File: config.mk
export PLATFORM = sky130hd
export DESIGN_NAME = conv3x3_filter
export DESIGN_NICKNAME = d
export VERILOG_FILES = /design/src/rtl/conv3x3_filter.sv
export SDC_FILE = /design/constraint.sdc
export NUM_CORES = 2
export LEC_CHECK = 0
export CAP_MARGIN = 15
export CORE_MARGIN = 2
export CORE_UTILIZATION = 30
export CTS_CLUSTER_DIAMETER = 60
export DETAILED_ROUTE_END_ITERATION = 8
export PLACE_DENSITY = 0.43
export SLEW_MARGIN = 10
export SYNTH_ARGS = -nofsm -noshare
export SYNTH_HDL_FRONTEND = slang
export SYNTH_SLANG_ARGS = --single-unit
File: constraint.sdc
create_clock -name clk_in -period 43.4 [get_ports clk_in]
set_input_delay 8.68 -clock clk_in [delete_from_list [all_inputs] [get_ports clk_in]]
set_output_delay 8.68 -clock clk_in [all_outputs]
set_load 0.01 [all_outputs]
File: src/rtl/conv3x3_filter.sv
// 3x3 signed-kernel convolution over RGB565 columns; window -> multiply-sum -> shift/clamp/pack.
// Latency 3 cycles, one column per cycle, no backpressure; kernel swaps only at frame start.
module conv3x3_filter #(
  parameter int HRES = 1280,
  parameter int VRES = 720
) (
  input  logic             clk_in,
  input  logic             rst_n_in,
  input  logic [2:0][15:0] line_buffer_in,
  input  logic [10:0]      hcount_in,
  input  logic [9:0]       vcount_in,
  input  logic             data_valid_in,
  input  logic [8:0][7:0]  coeff_in,
  input  logic [3:0]       shift_in,
  input  logic             coeff_load_in,
  output logic [15:0]      pixel_out,
  output logic [10:0]      hcount_out,
  output logic [9:0]       vcount_out,
  output logic             data_valid_out
);
  localparam logic [10:0]      HLAST   = 11'(HRES - 1);
  localparam logic [9:0]       VLAST   = 10'(VRES - 1);
  localparam logic [8:0][7:0]  KERN_ID = {32'd0, 8'd1, 32'd0};

  logic rst_sync_q;

  logic [2:0][2:0][15:0] win_q, win_d;
  logic                  v1_q, v1_d;
  logic [10:0]           h1_q, h1_d;
  logic [9:0]            vc1_q, vc1_d;
  logic                  bord1_q, bord1_d;
  logic [9:0]            prev_v_q, prev_v_d;
  logic [8:0][7:0]       pend_k_q, pend_k_d, act_k_q, act_k_d;
  logic [3:0]            pend_sh_q, pend_sh_d, act_sh_q, act_sh_d;

  logic                  v2_q, v2_d;
  logic [10:0]           h2_q, h2_d;
  logic [9:0]            vc2_q, vc2_d;
  logic                  bord2_q, bord2_d;
  logic [3:0]            sh2_q, sh2_d;
  logic signed [19:0]    sr2_q, sr2_d, sg2_q, sg2_d, sb2_q, sb2_d;

  logic [15:0]           pix_q, pix_d;
  logic [10:0]           hout_q, hout_d;
  logic [9:0]            vout_q, vout_d;
  logic                  dv_q, dv_d;

  function automatic logic [5:0] clamp_ch(input logic signed [19:0] s, input logic [3:0] sh,
                                          input logic [5:0] maxv);
    logic signed [19:0] t;
    t = s >>> sh;
    if (t < 0) return 6'd0;
    if (t > $signed({14'd0, maxv})) return maxv;
    return t[5:0];
  endfunction

  // Deassertion is retimed by one flop so the second edge after release is usable.
  always_ff @(posedge clk_in or negedge rst_n_in) begin
    if (!rst_n_in) rst_sync_q <= 1'b0;
    else           rst_sync_q <= 1'b1;
  end

  always_comb begin
    logic signed [19:0] acc_r, acc_g, acc_b, cf;
    logic [15:0]        px;
    logic [5:0]         cr, cg, cb;

    win_d     = win_q;
    v1_d      = data_valid_in;
    h1_d      = h1_q;
    vc1_d     = vc1_q;
    bord1_d   = bord1_q;
    prev_v_d  = prev_v_q;
    pend_k_d  = pend_k_q;
    pend_sh_d = pend_sh_q;
    act_k_d   = act_k_q;
    act_sh_d  = act_sh_q;
    v2_d      = v1_q;
    h2_d      = h2_q;
    vc2_d     = vc2_q;
    bord2_d   = bord2_q;
    sh2_d     = sh2_q;
    sr2_d     = sr2_q;
    sg2_d     = sg2_q;
    sb2_d     = sb2_q;
    pix_d     = pix_q;
    hout_d    = hout_q;
    vout_d    = vout_q;
    dv_d      = v2_q;
    acc_r     = '0;
    acc_g     = '0;
    acc_b     = '0;
    cf        = '0;
    px        = '0;

    if (coeff_load_in) begin
      pend_k_d  = coeff_in;
      pend_sh_d = shift_in;
    end

    if (data_valid_in) begin
      for (int r = 0; r < 3; r++) win_d[r] = {line_buffer_in[r], win_q[r][2], win_q[r][1]};
      prev_v_d = vcount_in;
      if (hcount_in == '0) begin
        // Column 0 closes out the previous line's right edge.
        h1_d  = HLAST;
        vc1_d = prev_v_q;
        if (vcount_in == '0) begin
          act_k_d  = pend_k_q;
          act_sh_d = pend_sh_q;
        end
      end else begin
        h1_d  = hcount_in - 11'd1;
        vc1_d = vcount_in;
      end
      bord1_d = (h1_d == '0) || (h1_d == HLAST) || (vc1_d == '0) || (vc1_d == VLAST);
    end

    for (int r = 0; r < 3; r++) begin
      for (int c = 0; c < 3; c++) begin
        px    = win_q[r][c];
        cf    = 20'(signed'(act_k_q[3*r+c]));
        acc_r = acc_r + $signed(20'(px[15:11])) * cf;
        acc_g = acc_g + $signed(20'(px[10:5]))  * cf;
        acc_b = acc_b + $signed(20'(px[4:0]))   * cf;
      end
    end

    // Shift travels with the sums so a kernel swap cannot split a pixel's math.
    if (v1_q) begin
      sr2_d   = acc_r;
      sg2_d   = acc_g;
      sb2_d   = acc_b;
      sh2_d   = act_sh_q;
      h2_d    = h1_q;
      vc2_d   = vc1_q;
      bord2_d = bord1_q;
    end

    cr = clamp_ch(sr2_q, sh2_q, 6'd31);
    cg = clamp_ch(sg2_q, sh2_q, 6'd63);
    cb = clamp_ch(sb2_q, sh2_q, 6'd31);
    if (v2_q) begin
      pix_d  = bord2_q ? 16'h0000 : {cr[4:0], cg, cb[4:0]};
      hout_d = h2_q;
      vout_d = vc2_q;
    end
  end

  always_ff @(posedge clk_in or negedge rst_sync_q) begin
    if (!rst_sync_q) begin
      win_q     <= '0;
      v1_q      <= 1'b0;
      h1_q      <= '0;
      vc1_q     <= '0;
      bord1_q   <= 1'b0;
      prev_v_q  <= '0;
      pend_k_q  <= KERN_ID;
      pend_sh_q <= '0;
      act_k_q   <= KERN_ID;
      act_sh_q  <= '0;
      v2_q      <= 1'b0;
      h2_q      <= '0;
      vc2_q     <= '0;
      bord2_q   <= 1'b0;
      sh2_q     <= '0;
      sr2_q     <= '0;
      sg2_q     <= '0;
      sb2_q     <= '0;
      pix_q     <= '0;
      hout_q    <= '0;
      vout_q    <= '0;
      dv_q      <= 1'b0;
    end else begin
      win_q     <= win_d;
      v1_q      <= v1_d;
      h1_q      <= h1_d;
      vc1_q     <= vc1_d;
      bord1_q   <= bord1_d;
      prev_v_q  <= prev_v_d;
      pend_k_q  <= pend_k_d;
      pend_sh_q <= pend_sh_d;
      act_k_q   <= act_k_d;
      act_sh_q  <= act_sh_d;
      v2_q      <= v2_d;
      h2_q      <= h2_d;
      vc2_q     <= vc2_d;
      bord2_q   <= bord2_d;
      sh2_q     <= sh2_d;
      sr2_q     <= sr2_d;
      sg2_q     <= sg2_d;
      sb2_q     <= sb2_d;
      pix_q     <= pix_d;
      hout_q    <= hout_d;
      vout_q    <= vout_d;
      dv_q      <= dv_d;
    end
  end

  assign pixel_out      = pix_q;
  assign hcount_out     = hout_q;
  assign vcount_out     = vout_q;
  assign data_valid_out = dv_q;
endmodule

After elaboration in Yosys (flattened, before gate mapping)
Index checks and enable logic that the tools add are counted.
{ "totals": {"reg_bits": 455, "inputBits": 149, "elab_cells": 144} }
{ "classes": {"add_sub_neg": 25, "multipliers": 27, "magnitude_cmp": 6, "eq_ne": 2, "shifts": 3, "muxes": 26, "reduce_logical": 8} }
{ "ops": {"columns": ["cell", "n"], "rows": [
  ["6-bit by 8-bit multiplier with 14-bit output", 18],
  ["7-bit by 8-bit multiplier with 15-bit output", 9],
  ["20-bit by 14-bit adder with 20-bit output", 4],
  ["20-bit by 15-bit adder with 20-bit output", 3],
  ["20-bit by 1-bit less-than comparator with 1-bit output (second input constant)", 3],
  ["20-bit by 4-bit >>> shifter with 20-bit output", 3],
  ["19-bit by 14-bit adder with 20-bit output", 2],
  ["20-bit by 6-bit greater-than comparator with 1-bit output (second input constant)", 2],
  ["5-bit 2-to-1 mux", 8],
  ["18-bit by 14-bit adder with 19-bit output", 2],
  ["17-bit by 14-bit adder with 18-bit output", 2],
  ["16-bit by 14-bit adder with 17-bit output", 2],
  ["15-bit by 14-bit adder with 16-bit output", 2],
  ["14-bit by 14-bit adder with 15-bit output", 2],
  ["6-bit 2-to-1 mux", 4],
  ["11-bit zero test", 2],
  ["11-bit 2-to-1 mux", 2],
  ["19-bit by 15-bit adder with 20-bit output", 1],
  ["20-bit by 7-bit greater-than comparator with 1-bit output (second input constant)", 1],
  ["10-bit zero test", 2],
  ["10-bit 2-to-1 mux", 2],
  ["18-bit by 15-bit adder with 19-bit output", 1],
  ["17-bit by 15-bit adder with 18-bit output", 1],
  ["16-bit by 15-bit adder with 17-bit output", 1],
  ["other kinds (8)", 18]
]} }

Longest topological paths before layout
{ "depth": {"word_depth": 9, "ltp_mapped": 29, "ltp_nobuf": 28} }

Worst setup path after synthesis
No wires, ideal clock.
{ "synth_path": {"kind": "in2reg", "startpoint": "input hcount_in[5]", "endpoint": "register act_k_q[0] in the netlist's numbering", "t_arrival_ps": 10358, "required_time_ps": 43275, "path_slack_ps": 32917, "path_stages": 9, "n_path_buf": 4, "path_cell_list": "buf_2 or3_4 nor3_2 and3b_1 buf_4 nand4_2 buf_6 buf_6 mux2_4"} }
{ "synth_via": {"elab_chain_len": 2} }
{ "synth_lines": {"columns": ["element", "line", "rtl"], "rows": [
  ["from (decl)", "10", "input logic [10:0] hcount_in,"],
  ["11-bit zero test", "104", "if (hcount_in == '0) begin"],
  ["3-bit AND reduction (no line)", null, null],
  ["to (signal assigned)", "183", "act_k_q <= act_k_d;"],
  ["to (decl)", "33", "logic [8:0][7:0] pend_k_q, pend_k_d, act_k_q, act_k_d;"]
]} }
No other way between the ends.
A chain may end at the register's enable or synchronous reset.

Final worst setup path
{ "layout_path": {"startpoint": "input hcount_in[3]", "endpoint": "register act_k_q[46] in the netlist's numbering"} }
Same word-level chain as after synthesis.

==> impl_results.md <==
- Outcome: finished clean
- Final critical path time including I/O delays and setup: 11,160 ps
- Syn-to-layout area delta: 12.5%
- Antenna violation net count after detailed routing: 0
- Finish-stage setup viols: 0
- Worst-case setup margin in the final layout: 32,240 ps
- Initial core utilization: 30.2%
- Slowest stage delay, CP: 530 ps
- Dominant cell type by count on the critical path: sky130_fd_sc_hd__buf_4
- DR DRC count: 0
- Area enclosed by the die boundary: about 240,000 sq um
- Highest-count cells in the layout ignoring fill and taps: sky130_fd_sc_hd__inv_1 (1,801), sky130_fd_sc_hd__fa_1 (1,443), sky130_fd_sc_hd__and2_1 (837), sky130_fd_sc_hd__ha_1 (525), sky130_fd_sc_hd__dfrtp_1 (446)
- H-tree depth reported by CTS: 3
- Library cell with the largest summed area after synthesis: sky130_fd_sc_hd__fa_1
- Post-cts resize count: 0
- Commonest non-fill, non-tap cell in the layout: sky130_fd_sc_hd__inv_1
- Starting DRC count in detailed routing: 2,145
- Crit-path slowest cell: sky130_fd_sc_hd__clkdlybuf4s50_1
- Average instance area after synthesis: 10.6 sq um
- Tightest slew margin relative to the limit: ~26%
- Global-route wire length before repair: around 350 mm
- Die boundary width: 488 um
- Number of cells on the worst reg-to-reg path: 23
- Initial antenna violation count: 24
- Worst path required time: 43,970 ps
- Setup repair after global routing missed its margin: false
- Post-synth EDFFs: 0
- Fraction of final layout cells with drive strength greater than 1: 10.2%
- Via count of the first global-routing pass: 51,100
- Wirelength, routed: ~230 mm
- Worst R2R Setup Slack: 34,290 ps
- Grt total ovfl: 0
- Vias post-DR: 45,100
- Post-Place Worst Slack: 31,450 ps
- Most used flip-flop cell after synthesis: sky130_fd_sc_hd__dfrtp_1
- Actual slew at the worst max-slew pin: 1110 ps
- Buffers on Ports: 186
- Path category of the worst min-delay check: register to async pin
- Post-synth ARST share: 100%
- Share of the synthesized area in the top cell type: 41.1%
- Final Skew: 96.5 ps
- Die Span Y: between 400 and 500 um
- Maximum clock frequency: 89.6 MHz
- Mapped cell area: between 70,000 and 80,000 sq um
- Sink Count: 455
- Utilization after layout: between 30% and 40%
- Mean number of vias per cell: 4.50
- 1st-pass router iterations: 5
- Pin count of the biggest net entering global routing: between 100 and 150
- Number of CTS-inserted buffers: slightly below 90
- Launching point of the worst reg2reg path: act_k_q[47]$_DFFE_PN0P_
- Weighted congestion at the end of routability-driven global placement: ~0.88
- Yosys reg bits: 455
- TritonCTS clock tree: yes
- Net count after synthesis: around 9,000
- CTS Root Cell: sky130_fd_sc_hd__clkbuf_16
- End of the worst register-to-register path: sg2_q[17]$_DFFE_PN0P_
- Kind of end point of the critical path: register
- Synthesis warning total: 0
- Cells after Synth: 6,657
- Cell-by-cell listing of the critical path: clkdlybuf4s50_1, or3_4, nor3_2, and3b_1, buf_4, nand4_4, buf_4, mux2_4
- Max Fanout on Critical Path: 34
- Setup Total Neg Slack: 0 ps
- Hold-fix buffers, CTS: 0
- Clk Latency, worst-skew pair: 780 ps
- Category of the most critical setup path: input pin to register
- Register area share after synthesis: about 16%
- Average wire per standard cell: 23.3 um
- Endpoints failing hold: 0
- Crit start category: input pin
- Estimated wirelength of the detail-placed design: 193 mm
- Data arrival at the endpoint of the critical path: 11,730 ps
- Placeable core region: 233,000 sq um
- Number of nets in the finished design: 8,922
- Largest voltage drop on the vdd net: 0.0000292 V
- Final period util: roughly a quarter
- Leakage component of the power: 40.0 nW
- Power density over cell area: 17.9 nW/um^2
- Max-slew violation count: 0
- Max-capacitance violation count: 0
- Count of buffers added by post-CTS timing repair for setup: 0
- Ports: 187
- GRT Overall Usage: between 20% and 30%
- Power Total: about 1.4 mW
- Largest cells by area after synthesis: sky130_fd_sc_hd__fa_1 (41%), sky130_fd_sc_hd__dfrtp_1 (16%), sky130_fd_sc_hd__inv_1 (9.6%), sky130_fd_sc_hd__ha_1 (9.4%), sky130_fd_sc_hd__and2_1 (7.5%)
- CTS max path bufs: 3
- Standard-cell rows: 177
- Distinct cells, synth: 70
- Clk pin slew, worst setup/hold paths: ~60 ps
where the power goes:
group / leakage (nW) / internal [mW] / total [mW] / switching, mW
clock: 1.53 / 0.463 / 0.751 / 0.288
sequential: 5.60 / 0.463 / 0.560 / 0.0969
combinational: 32.9 / 0.0589 / 0.103 / 0.0442
total: 40.0 / 0.986 / 1.41 / 0.429
cells by family (layout without fill, tap and decap cells):
| logic type | after synthesis | in the layout | share of synthesized area, % |
|---|---|---|---|
| buffers and inverters | 2010 | 2231 | 10.9 |
| adders and majority gates | 1968 | 1968 | 50.5 |
| and+or+nand+nor | 1411 | 1411 | 10.9 |
| muxes | 481 | 481 | 8.41 |
| DFF | 455 | 455 | 16.2 |
| AOI/OAI and AO/OA | 269 | 269 | 2.37 |
| xor gates and xnor gates | 62 | 62 | 0.773 |
| other | 1 | 8 | 0.00534 |
final cells by class:
type | count | area, sq um
tap | 3132 | 3920
multi-input combinational | 4192 | 51200
clock buffer | 103 | 2320
sequential | 455 | 11400
clock inverter | 60 | 885
inverter | 1802 | 6760
fill | 23700 | 154000
timing repair buffer | 266 | 2480
antenna | 7 | 17.5
sequential cells by signal, summed over array words and instances (netlist names), 11 cells and up:
register,flops
win_q,144
act_k_q,72
pend_k_q,72
sb2_q,20
sg2_q,20
sr2_q,20
pixel_out,16
h1_q,11
h2_q,11
hcount_out,11
through the flow:
stage / cells / hold WS (ps) / area (sq um)
6_report: 10000 / 343 / 79000
5_1_grt: 10000 / 412 / 79000
4_1_cts: 10000 / 388 / 79000
3_5_place_dp: 9847 / 390 / 75800
3_3_place_gp: 9847 / 388 / 75800
2_1_floorplan: 6657 / 352 / 70200
how the worst max path moves through the flow:
stage	from	end	slack, ps	cells past startpoint
after floorplan	rst_sync_q$_DFF_PN0_	act_k_q[0]$_DFFE_PN0P_	29750	0
after global placement	hcount_in[0]	act_k_q[44]$_DFFE_PN0P_	31410	10
after detailed placement	hcount_in[3]	act_k_q[35]$_DFFE_PN0P_	31450	8
after CTS	hcount_in[3]	act_k_q[35]$_DFFE_PN0P_	32220	8
after global routing	hcount_in[3]	act_k_q[46]$_DFFE_PN0P_	32130	8
final	hcount_in[3]	act_k_q[46]$_DFFE_PN0P_	32240	8
synthesized netlist by cell type, types with 19 or more instances:
| cell | instances |
|---|---|
| sky130_fd_sc_hd__nand2_1 | 383 |
| sky130_fd_sc_hd__inv_1 | 1801 |
| sky130_fd_sc_hd__and2_1 | 837 |
| sky130_fd_sc_hd__clkbuf_1 | 169 |
| sky130_fd_sc_hd__o21ai_0 | 71 |
| sky130_fd_sc_hd__nor3_1 | 19 |
| sky130_fd_sc_hd__mux2i_1 | 42 |
| sky130_fd_sc_hd__mux2_4 | 40 |
| sky130_fd_sc_hd__nor2_1 | 90 |
| sky130_fd_sc_hd__ha_1 | 525 |
| sky130_fd_sc_hd__mux2_2 | 365 |
| sky130_fd_sc_hd__dfrtp_1 | 453 |
| sky130_fd_sc_hd__mux4_2 | 31 |
| sky130_fd_sc_hd__a21oi_1 | 87 |
| sky130_fd_sc_hd__nand3_1 | 21 |
| sky130_fd_sc_hd__fa_1 | 1443 |
| sky130_fd_sc_hd__xnor2_1 | 51 |
critical path: cells and delay by family:
| family | cells | cell delay [ps] |
|---|---|---|
| mux | 1 | 410 |
| simple gates | 4 | 1210 |
| buf+inv | 3 | 1260 |
routing by layer:
layer / part of all wire (%) / GRT usage (%) / vias up
met5: 0.012 / 0 / -
met4: 2.1 / 3.79 / 4
met3: 5.1 / 3.46 / 177
met2: 45 / 32.3 / 827
met1: 48 / 29.5 / 24100
li1: - / - / 20000
Note: power is estimated with default switching activity, not from simulation.
